### src/rtl/uart_pkg.sv
// Shared UART definitions used by the transmitter and the receiver.
//   uart_tx_state_t : transmitter FSM state encoding
//   UART_DATA_BITS  : data bits per frame
//   UART_STOP_BITS  : stop bits per frame
//   uart_parity()   : even parity bit of one data byte
package uart_pkg;

   localparam int UART_DATA_BITS = 8;
   localparam int UART_STOP_BITS = 2;

   typedef enum logic [2:0] {
      IDLE,
      START,
      DATA,
      PARITY,
      STOP
   } uart_tx_state_t;

   // Returns the bit that makes the total count of ones (data + parity) even.
   function automatic logic uart_parity(input logic [UART_DATA_BITS-1:0] b);
      return ^b;
   endfunction

endpackage

### src/rtl/uart_tx_if.sv
// System-side byte write port of the UART transmitter.
//   wdata  : byte to transmit
//   wvalid : wdata is valid
//   wready : transmitter can accept a byte (transfer when wvalid && wready)
// master = byte producer, slave = uart_tx.
interface uart_tx_if;
   import uart_pkg::*;

   logic [UART_DATA_BITS-1:0] wdata;
   logic                      wvalid;
   logic                      wready;

   modport master (output wdata, output wvalid, input  wready);
   modport slave  (input  wdata, input  wvalid, output wready);

endinterface

### src/rtl/fifo.sv
// Synchronous show-ahead FIFO; rd_data always presents the head entry.
//   clk, rst   : clock, asynchronous active-high reset (empties the FIFO)
//   wr_en      : enqueue wr_data (ignored while full)
//   wr_data    : entry to enqueue
//   rd_en      : dequeue head entry (ignored while empty)
//   rd_data    : current head entry
//   full/empty : occupancy flags
module fifo #(
   parameter int data_size   = 8,
   parameter int buffer_size = 8
) (
   input  logic                 clk,
   input  logic                 rst,
   input  logic                 wr_en,
   input  logic [data_size-1:0] wr_data,
   input  logic                 rd_en,
   output logic [data_size-1:0] rd_data,
   output logic                 full,
   output logic                 empty
);

   localparam int AW = (buffer_size > 1) ? $clog2(buffer_size) : 1;
   localparam int CW = $clog2(buffer_size + 1);

   logic [data_size-1:0] mem [buffer_size];
   logic [AW-1:0]        wr_ptr;
   logic [AW-1:0]        rd_ptr;
   logic [CW-1:0]        count;
   logic                 do_wr;
   logic                 do_rd;

   // Pointers wrap explicitly so non-power-of-two depths work.
   function automatic logic [AW-1:0] ptr_next(input logic [AW-1:0] p);
      return (p == AW'(buffer_size - 1)) ? '0 : p + 1'b1;
   endfunction

   assign do_wr   = wr_en && !full;
   assign do_rd   = rd_en && !empty;
   assign full    = (count == CW'(buffer_size));
   assign empty   = (count == '0);
   assign rd_data = mem[rd_ptr];

   always_ff @(posedge clk) begin
      if (do_wr) begin
         mem[wr_ptr] <= wr_data;
      end
   end

   always_ff @(posedge clk or posedge rst) begin
      if (rst) begin
         wr_ptr <= '0;
         rd_ptr <= '0;
         count  <= '0;
      end else begin
         if (do_wr) begin
            wr_ptr <= ptr_next(wr_ptr);
         end
         if (do_rd) begin
            rd_ptr <= ptr_next(rd_ptr);
         end
         case ({do_wr, do_rd})
            2'b10:   count <= count + 1'b1;
            2'b01:   count <= count - 1'b1;
            default: count <= count;
         endcase
      end
   end

endmodule

### src/rtl/uart_tx.sv
// UART transmitter: buffers bytes in a FIFO and shifts each out as a 12-bit
// frame (start, 8 data LSB first, even parity, 2 stop), CLK_DIV clocks/bit.
//   clk, rst : clock, asynchronous active-high reset
//   wif      : byte write port (slave side)
//   tx       : registered serial output, idles high
//   cts_n    : far end ready when low, sampled only between frames
//   rts_n    : low while bytes are queued or a frame is in progress
//   busy     : high while a frame is being shifted out
module uart_tx
   import uart_pkg::*;
#(
   parameter int CLK_DIV    = 16,
   parameter int FIFO_DEPTH = 8
) (
   input  logic       clk,
   input  logic       rst,
   uart_tx_if.slave   wif,
   output logic       tx,
   input  logic       cts_n,
   output logic       rts_n,
   output logic       busy
);

   localparam int BW = $clog2(CLK_DIV);

   uart_tx_state_t            state;
   uart_tx_state_t            next_state;
   logic [BW-1:0]             baud_q;
   logic [BW-1:0]             baud_d;
   logic [2:0]                bit_q;
   logic [2:0]                bit_d;
   logic [UART_DATA_BITS-1:0] shift_q;
   logic [UART_DATA_BITS-1:0] shift_d;
   logic                      par_q;
   logic                      par_d;
   logic                      tx_d;
   logic                      bit_end;
   logic                      deq;
   logic                      fifo_full;
   logic                      fifo_empty;
   logic [UART_DATA_BITS-1:0] fifo_rdata;

   fifo #(
      .data_size   (UART_DATA_BITS),
      .buffer_size (FIFO_DEPTH)
   ) u_fifo (
      .clk     (clk),
      .rst     (rst),
      .wr_en   (wif.wvalid),
      .wr_data (wif.wdata),
      .rd_en   (deq),
      .rd_data (fifo_rdata),
      .full    (fifo_full),
      .empty   (fifo_empty)
   );

   assign wif.wready = !fifo_full;
   assign busy       = (state != IDLE);
   assign rts_n      = !(!fifo_empty || busy);
   assign bit_end    = (baud_q == BW'(CLK_DIV - 1));

   // State register
   always_ff @(posedge clk or posedge rst) begin
      if (rst) begin
         state <= IDLE;
      end else begin
         state <= next_state;
      end
   end

   // Next-state logic; the head byte is dequeued in the same cycle the
   // frame is launched.
   always_comb begin
      next_state = state;
      deq        = 1'b0;
      case (state)
         IDLE: begin
            if (!fifo_empty && !cts_n) begin
               next_state = START;
               deq        = 1'b1;
            end
         end
         START: begin
            if (bit_end) next_state = DATA;
         end
         DATA: begin
            if (bit_end && bit_q == 3'(UART_DATA_BITS - 1)) next_state = PARITY;
         end
         PARITY: begin
            if (bit_end) next_state = STOP;
         end
         STOP: begin
            if (bit_end && bit_q == 3'(UART_STOP_BITS - 1)) next_state = IDLE;
         end
         default: next_state = IDLE;
      endcase
   end

   // Output/datapath next values. tx is registered, so its next level is
   // derived from the state and shift contents that take effect at the edge.
   always_comb begin
      baud_d  = (state == IDLE || bit_end) ? '0 : baud_q + 1'b1;
      bit_d   = bit_q;
      shift_d = shift_q;
      par_d   = par_q;

      if (deq) begin
         shift_d = fifo_rdata;
         par_d   = uart_parity(fifo_rdata);
      end
      if (state == DATA && bit_end) begin
         shift_d = shift_q >> 1;
         bit_d   = bit_q + 1'b1;
      end
      // The bit counter is reused to count stop bits.
      if (state == STOP && bit_end) begin
         bit_d = (bit_q == 3'(UART_STOP_BITS - 1)) ? '0 : bit_q + 1'b1;
      end

      case (next_state)
         START:   tx_d = 1'b0;
         DATA:    tx_d = shift_d[0];
         PARITY:  tx_d = par_d;
         default: tx_d = 1'b1;
      endcase
   end

   always_ff @(posedge clk or posedge rst) begin
      if (rst) begin
         baud_q  <= '0;
         bit_q   <= '0;
         shift_q <= '0;
         par_q   <= 1'b0;
         tx      <= 1'b1;
      end else begin
         baud_q  <= baud_d;
         bit_q   <= bit_d;
         shift_q <= shift_d;
         par_q   <= par_d;
         tx      <= tx_d;
      end
   end

endmodule

### src/flat_wrapper.sv
// flat-port wrapper written by rule: the top's interface ports become plain ports
module uart_tx_flat import uart_pkg::*;
#(
   parameter int CLK_DIV    = 16,
   parameter int FIFO_DEPTH = 8
)
  (clk, rst, tx, cts_n, rts_n, busy, wif_wdata, wif_wvalid, wif_wready);
  uart_tx_if wif_i ();
  input  logic clk;
  input  logic rst;
  output logic tx;
  input  logic cts_n;
  output logic rts_n;
  output logic busy;
  input wire logic [$bits(wif_i.wdata)-1:0] wif_wdata;
  input wire logic [$bits(wif_i.wvalid)-1:0] wif_wvalid;
  output wire logic [$bits(wif_i.wready)-1:0] wif_wready;
  assign wif_i.wdata = wif_wdata;
  assign wif_i.wvalid = wif_wvalid;
  assign wif_wready = wif_i.wready;
  uart_tx #(.CLK_DIV(CLK_DIV), .FIFO_DEPTH(FIFO_DEPTH)) u_core (.clk(clk), .rst(rst), .wif(wif_i), .tx(tx), .cts_n(cts_n), .rts_n(rts_n), .busy(busy));
endmodule
### config.mk
export PLATFORM = sky130hd
export DESIGN_NAME = uart_tx_flat
export DESIGN_NICKNAME = d
export VERILOG_FILES = /design/src/rtl/uart_pkg.sv /design/src/rtl/uart_tx_if.sv /design/src/rtl/fifo.sv /design/src/rtl/uart_tx.sv /design/src/flat_wrapper.sv
export SDC_FILE = /design/constraint.sdc
export NUM_CORES = 1
export LEC_CHECK = 0
export CAP_MARGIN = 20
export CORE_ASPECT_RATIO = 1.75
export CORE_MARGIN = 2
export CORE_UTILIZATION = 45
export DETAILED_ROUTE_END_ITERATION = 10
export GPL_TIMING_DRIVEN = 0
export PLACE_DENSITY = 0.65
export SYNTH_ARGS = -nofsm -noshare
export SYNTH_HDL_FRONTEND = slang
export SYNTH_HIERARCHICAL = 1
export SYNTH_SLANG_ARGS = --single-unit
export TNS_END_PERCENT = 50
### constraint.sdc
create_clock -name clk -period 3.63 [get_ports clk]
set_input_delay 0.5445 -clock clk [delete_from_list [all_inputs] [get_ports clk]]
set_output_delay 0.5445 -clock clk [all_outputs]
set_load 0.005 [all_outputs]
==> metrics.md <==
| Metric | Value |
|---|---|
| Crit path kind | flop to flop |
| Initial cell density of the core | 0.4590 |
| Count of final setup violators | 0 |
| Post-CTS Setup Bufs | 0 |
| Kind of end point of the critical path | flop |
| Global-route usage over all layers | 0.1678 |
| Part of the total power dissipated in sequential elements | 0.414 |
| Int Power | between 2 and 3 mW |
| Non-filler cells in the finished layout | 434 |
| Floorplan Core Area | roughly 0.0094 mm2 |
| Number of buffers inserted for hold repair after clock tree synthesis | 0 |
| Remaining design rule violation count | 0 |
| Proportion of power drawn by combinational gates | 0.351 |
| Maximum operating frequency | 306.4 MHz |
| Fraction of registers with async set/reset | 0.3191 |
| Dpl cells | 418 |
| Unique masters post-synth | 53 |
| Aggregate negative setup slack | 0 ns |
| Arrival time worst endpoint | 3.48 ns |
| Top-Level Pins | 16 |
| Kind of start point of the critical path | flop |
| Resized Gates After CTS | 0 |
| Source-to-sink clock delay at the later pin of the worst-skew pair | 0.34 ns |
| Number of antenna violations at the first check in global routing | 0 |
| Worst vdd ir | 0.0004560 V |
| Min-delay src | u_core/baud_q[0] |
| Net Switching | 1.254 mW |
| Skew final | between 0.008 and 0.009 ns |
| Hold Vio Cnt, Final | 0 |
| Final Net Count | 331 |
| Number of synthesis warnings | 6 |
| Number of nets with antenna violations after routing | 0 |
| End of the worst register-to-register path | u_core/u_fifo/count[3] |
| Number of vias per cell after detailed routing | 5.604 |
| Detailed placement HPWL | roughly 5600 um |
| GR Overflow Total | 0 |
| Total power per unit cell area | 780.1 mW/mm2 |
| Sequential area share after synthesis | 0.6230 |
| Number of DRC markers in iteration 0 | 135 |
| Horizontal die dimension | 77.82 um |
| Number of cells on the worst reg-to-reg path | 10 |
| Chain of cells forming the critical path | nor4_1 -> nor3_4 -> buf_6 -> o41ai_2 -> inv_1 -> ha_1 -> ha_1 -> or4b_1 -> o311ai_1 -> o211ai_1 |
| Minimum period implied by the final worst setup slack | 3.263 ns |
| Run status | complete, no violations |
| Synth Area per Inst | roughly 15 um2 |
| Number of synthesized flops with an enable pin | 64 |
| Highest fanout seen on the critical path | 10 |
| Clock Root Buffer | sky130_fd_sc_hd__clkbuf_16 |
| Reg-to-reg critical path startpoint | u_core/u_fifo/count[0] |
| Via count of the first global-routing pass | 2,442 |
| Overall routed net length | between 7000 and 8000 um |
| Max_cap viols | 0 |
| Placement Rows | 47 |
| Vertical die dimension | 133.2 um |
| Cell occurring most often along the worst timing path | sky130_fd_sc_hd__ha_1 |
| Max-slew violation count | 0 |
| Switching share of total power | 0.3270 |
| Worst-case register-to-register setup slack | 0.37 ns |
| Worst slew margin relative to its limit | 0.3211 |
| Clock network power share | 0.235 |
| Clk sinks | 94 |
| Final antenna diode count | 0 |
| Layout fillers | about 770 |
| Largest net degree at the start of global routing | 21 |
| Count of cells along the worst hold path | 1 |
| Maximum root-to-sink buffer count | 2 |
| Clock-pin slew of the registers on the worst-case setup and hold paths | about 0.070 ns |
| Num CTS Buffers | 9 |
| Global-route wire length before repair | 12,870 um |
| RSZ-0062 raised after global routing | false |
| Cell count after synthesis | between 200 and 300 |
| Number of buffers added on ports | 15 |
| 1st-pass router iterations | 4 |
| Net count after synthesis | 303 |
| Required time worst endpoint | 3.85 ns |
| CP max-delay cell | sky130_fd_sc_hd__nor4_1 |
| Final cycle utilization of the critical path | 0.8990 |
| Final weighted congestion in routability-driven placement | 0.6993 |
| Die footprint | 0.01036 mm2 |
| Area added between synthesis and finish | 14.55% |
| Design Power | 3.835 mW |
| Design Area, Final | 0.004916 mm2 |
| Hold path endpoint | u_core/baud_q[0] |
| Static leakage | ~1.8 nW |
| Detailed-route via count | 2,432 |
| Clock tree from TritonCTS | yes |
| Placed cell area | 0.004628 mm2 |
| Routed wire per std cell | 18.26 um |
| Share of final-layout standard cells stronger than drive strength 1 | 0.2019 |
| Least-Margin Pin Slew | ~1.0 ns |
| Top FF cell, synth | sky130_fd_sc_hd__edfxtp_1 |
| Synth Cell Area | 0.004292 mm2 |
| Number of buffers and inverters on the critical path | 2 |
| Synthesis-stage register bit count | between 90 and 100 |
| Worst min-delay path class | flop to flop |
| Critical Path Max Stage Delay | 0.73 ns |
| Top delay family on crit path | simple AND/OR/NAND/NOR gates |
| CTS H-tree lvls | 3 |
## routing by layer
layer / part of all wire / track usage / vias up
li1: - / - / 1130
met4: 0.021 / 0.08036 / 0
met5: 0 / 0 / -
met3: 0.028 / 0.03049 / 14
met1: 0.39 / 0.1961 / 1238
met2: 0.56 / 0.2941 / 50
## how the worst max path moves through the flow
stage | from | slack [ns] | cells after the start | endpoint
3_3_place_gp | wif_wvalid | 0.33 | 3 | u_core/u_fifo/mem[0][5]
4_1_cts | u_core/u_fifo/count[0] | 0.32 | 10 | u_core/u_fifo/count[3]
6_report | u_core/u_fifo/count[0] | 0.37 | 10 | u_core/u_fifo/count[3]
5_1_grt | u_core/u_fifo/count[0] | 0.11 | 10 | u_core/u_fifo/count[3]
2_1_floorplan | u_core/u_fifo/count[0] | 0.73 | 10 | u_core/u_fifo/count[3]
3_5_place_dp | u_core/u_fifo/count[0] | 0.35 | 10 | u_core/u_fifo/count[3]
## power groups by stage
stage | combinational [mW] | sequential (mW) | clock, mW
floorplan | 1.07 | 1.55 | 0
global placement | 1.32 | 1.59 | 0
detailed placement | 1.37 | 1.61 | 0
CTS | 1.37 | 1.59 | 0.933
global route | 1.48 | 1.62 | 0.977
finish | 1.35 | 1.59 | 0.902
## synthesized netlist by cell type (3+ instances only)
library cell	n	area (um2)
sky130_fd_sc_hd__nand2b_1	4	25.02
sky130_fd_sc_hd__nor2_1	20	75.07
sky130_fd_sc_hd__mux2i_1	9	90.09
sky130_fd_sc_hd__nand2_1	12	45.04
sky130_fd_sc_hd__mux2_4	11	165.2
sky130_fd_sc_hd__a221oi_1	3	26.28
sky130_fd_sc_hd__ha_1	11	137.6
sky130_fd_sc_hd__inv_1	14	52.55
sky130_fd_sc_hd__o21ai_1	7	35.03
sky130_fd_sc_hd__xnor2_1	9	78.83
sky130_fd_sc_hd__a21oi_1	4	20.02
sky130_fd_sc_hd__nand3_1	4	20.02
sky130_fd_sc_hd__nor4_1	4	25.02
sky130_fd_sc_hd__nor3_1	6	30.03
sky130_fd_sc_hd__edfxtp_1	64	1922
sky130_fd_sc_hd__buf_2	3	15.01
sky130_fd_sc_hd__o21ai_0	5	25.02
sky130_fd_sc_hd__dfrtp_1	29	725.7
sky130_fd_sc_hd__mux4_2	14	315.3
sky130_fd_sc_hd__clkbuf_1	3	11.26
## layout by cell type, fill, tap and decap left out, types with 3 or more instances in the layout
cell,n
sky130_fd_sc_hd__nor3_1,3
sky130_fd_sc_hd__nor2_1,20
sky130_fd_sc_hd__nand2b_1,4
sky130_fd_sc_hd__mux2_4,11
sky130_fd_sc_hd__a21oi_1,4
sky130_fd_sc_hd__nand2_1,12
sky130_fd_sc_hd__nor4_1,3
sky130_fd_sc_hd__ha_1,11
sky130_fd_sc_hd__xnor2_1,9
sky130_fd_sc_hd__clkbuf_16,9
sky130_fd_sc_hd__o21ai_0,5
sky130_fd_sc_hd__edfxtp_1,64
sky130_fd_sc_hd__buf_2,4
sky130_fd_sc_hd__inv_1,14
sky130_fd_sc_hd__inv_6,3
sky130_fd_sc_hd__o21ai_1,7
sky130_fd_sc_hd__nor3_2,5
sky130_fd_sc_hd__a221oi_1,3
sky130_fd_sc_hd__clkbuf_1,3
sky130_fd_sc_hd__mux2i_1,9
sky130_fd_sc_hd__dfrtp_1,29
sky130_fd_sc_hd__mux4_2,14
sky130_fd_sc_hd__clkdlybuf4s50_1,15
sky130_fd_sc_hd__nand3_1,4
## cells by family (layout without fill, tap and decap cells)
logic type | Yosys count | after routing | synth area share
AO/OA/AOI/OAI | 31 | 31 | 0.04986
XOR/XNOR | 11 | 11 | 0.02245
adder cells (fa/ha/maj) | 12 | 12 | 0.03673
buffers and inverters | 25 | 58 | 0.03003
flip-flops | 94 | 94 | 0.6230
multiplexers | 38 | 38 | 0.1504
AND/OR/NAND/NOR | 68 | 68 | 0.08746
## stage by stage
step,setup slack [ns],utilization,hold slack (ns)
2_1_floorplan,0.7341,-,0.3847
3_3_place_gp,0.3287,0.4914,0.4632
3_5_place_dp,0.3479,0.4950,0.4797
4_1_cts,0.3236,0.5258,0.4891
5_1_grt,0.1066,0.5258,0.5148
6_report,0.3665,0.5258,0.4787
## layout make-up
type	count	area (um2)	area share
sequential	94	2674	0.5439
clock buffer	9	225.2	0.04581
multi-input combinational	160	1510	0.3072
inverter	15	56.30	0.01145
clock inverter	7	62.56	0.01273
timing repair buffer	17	162.7	0.03309
buffer	10	72.57	0.01476
tap	122	152.6	0.03105
## registers in the layout (all words and copies together) (netlist names), 3 cells and up
name	flops
u_core/u_fifo/mem	64
u_core/shift_q	8
u_core/baud_q	4
u_core/u_fifo/count	4
u_core/bit_q	3
u_core/state	3
u_core/u_fifo/rd_ptr	3
u_core/u_fifo/wr_ptr	3
No activity file was read; power rests on OpenSTA's default activity.
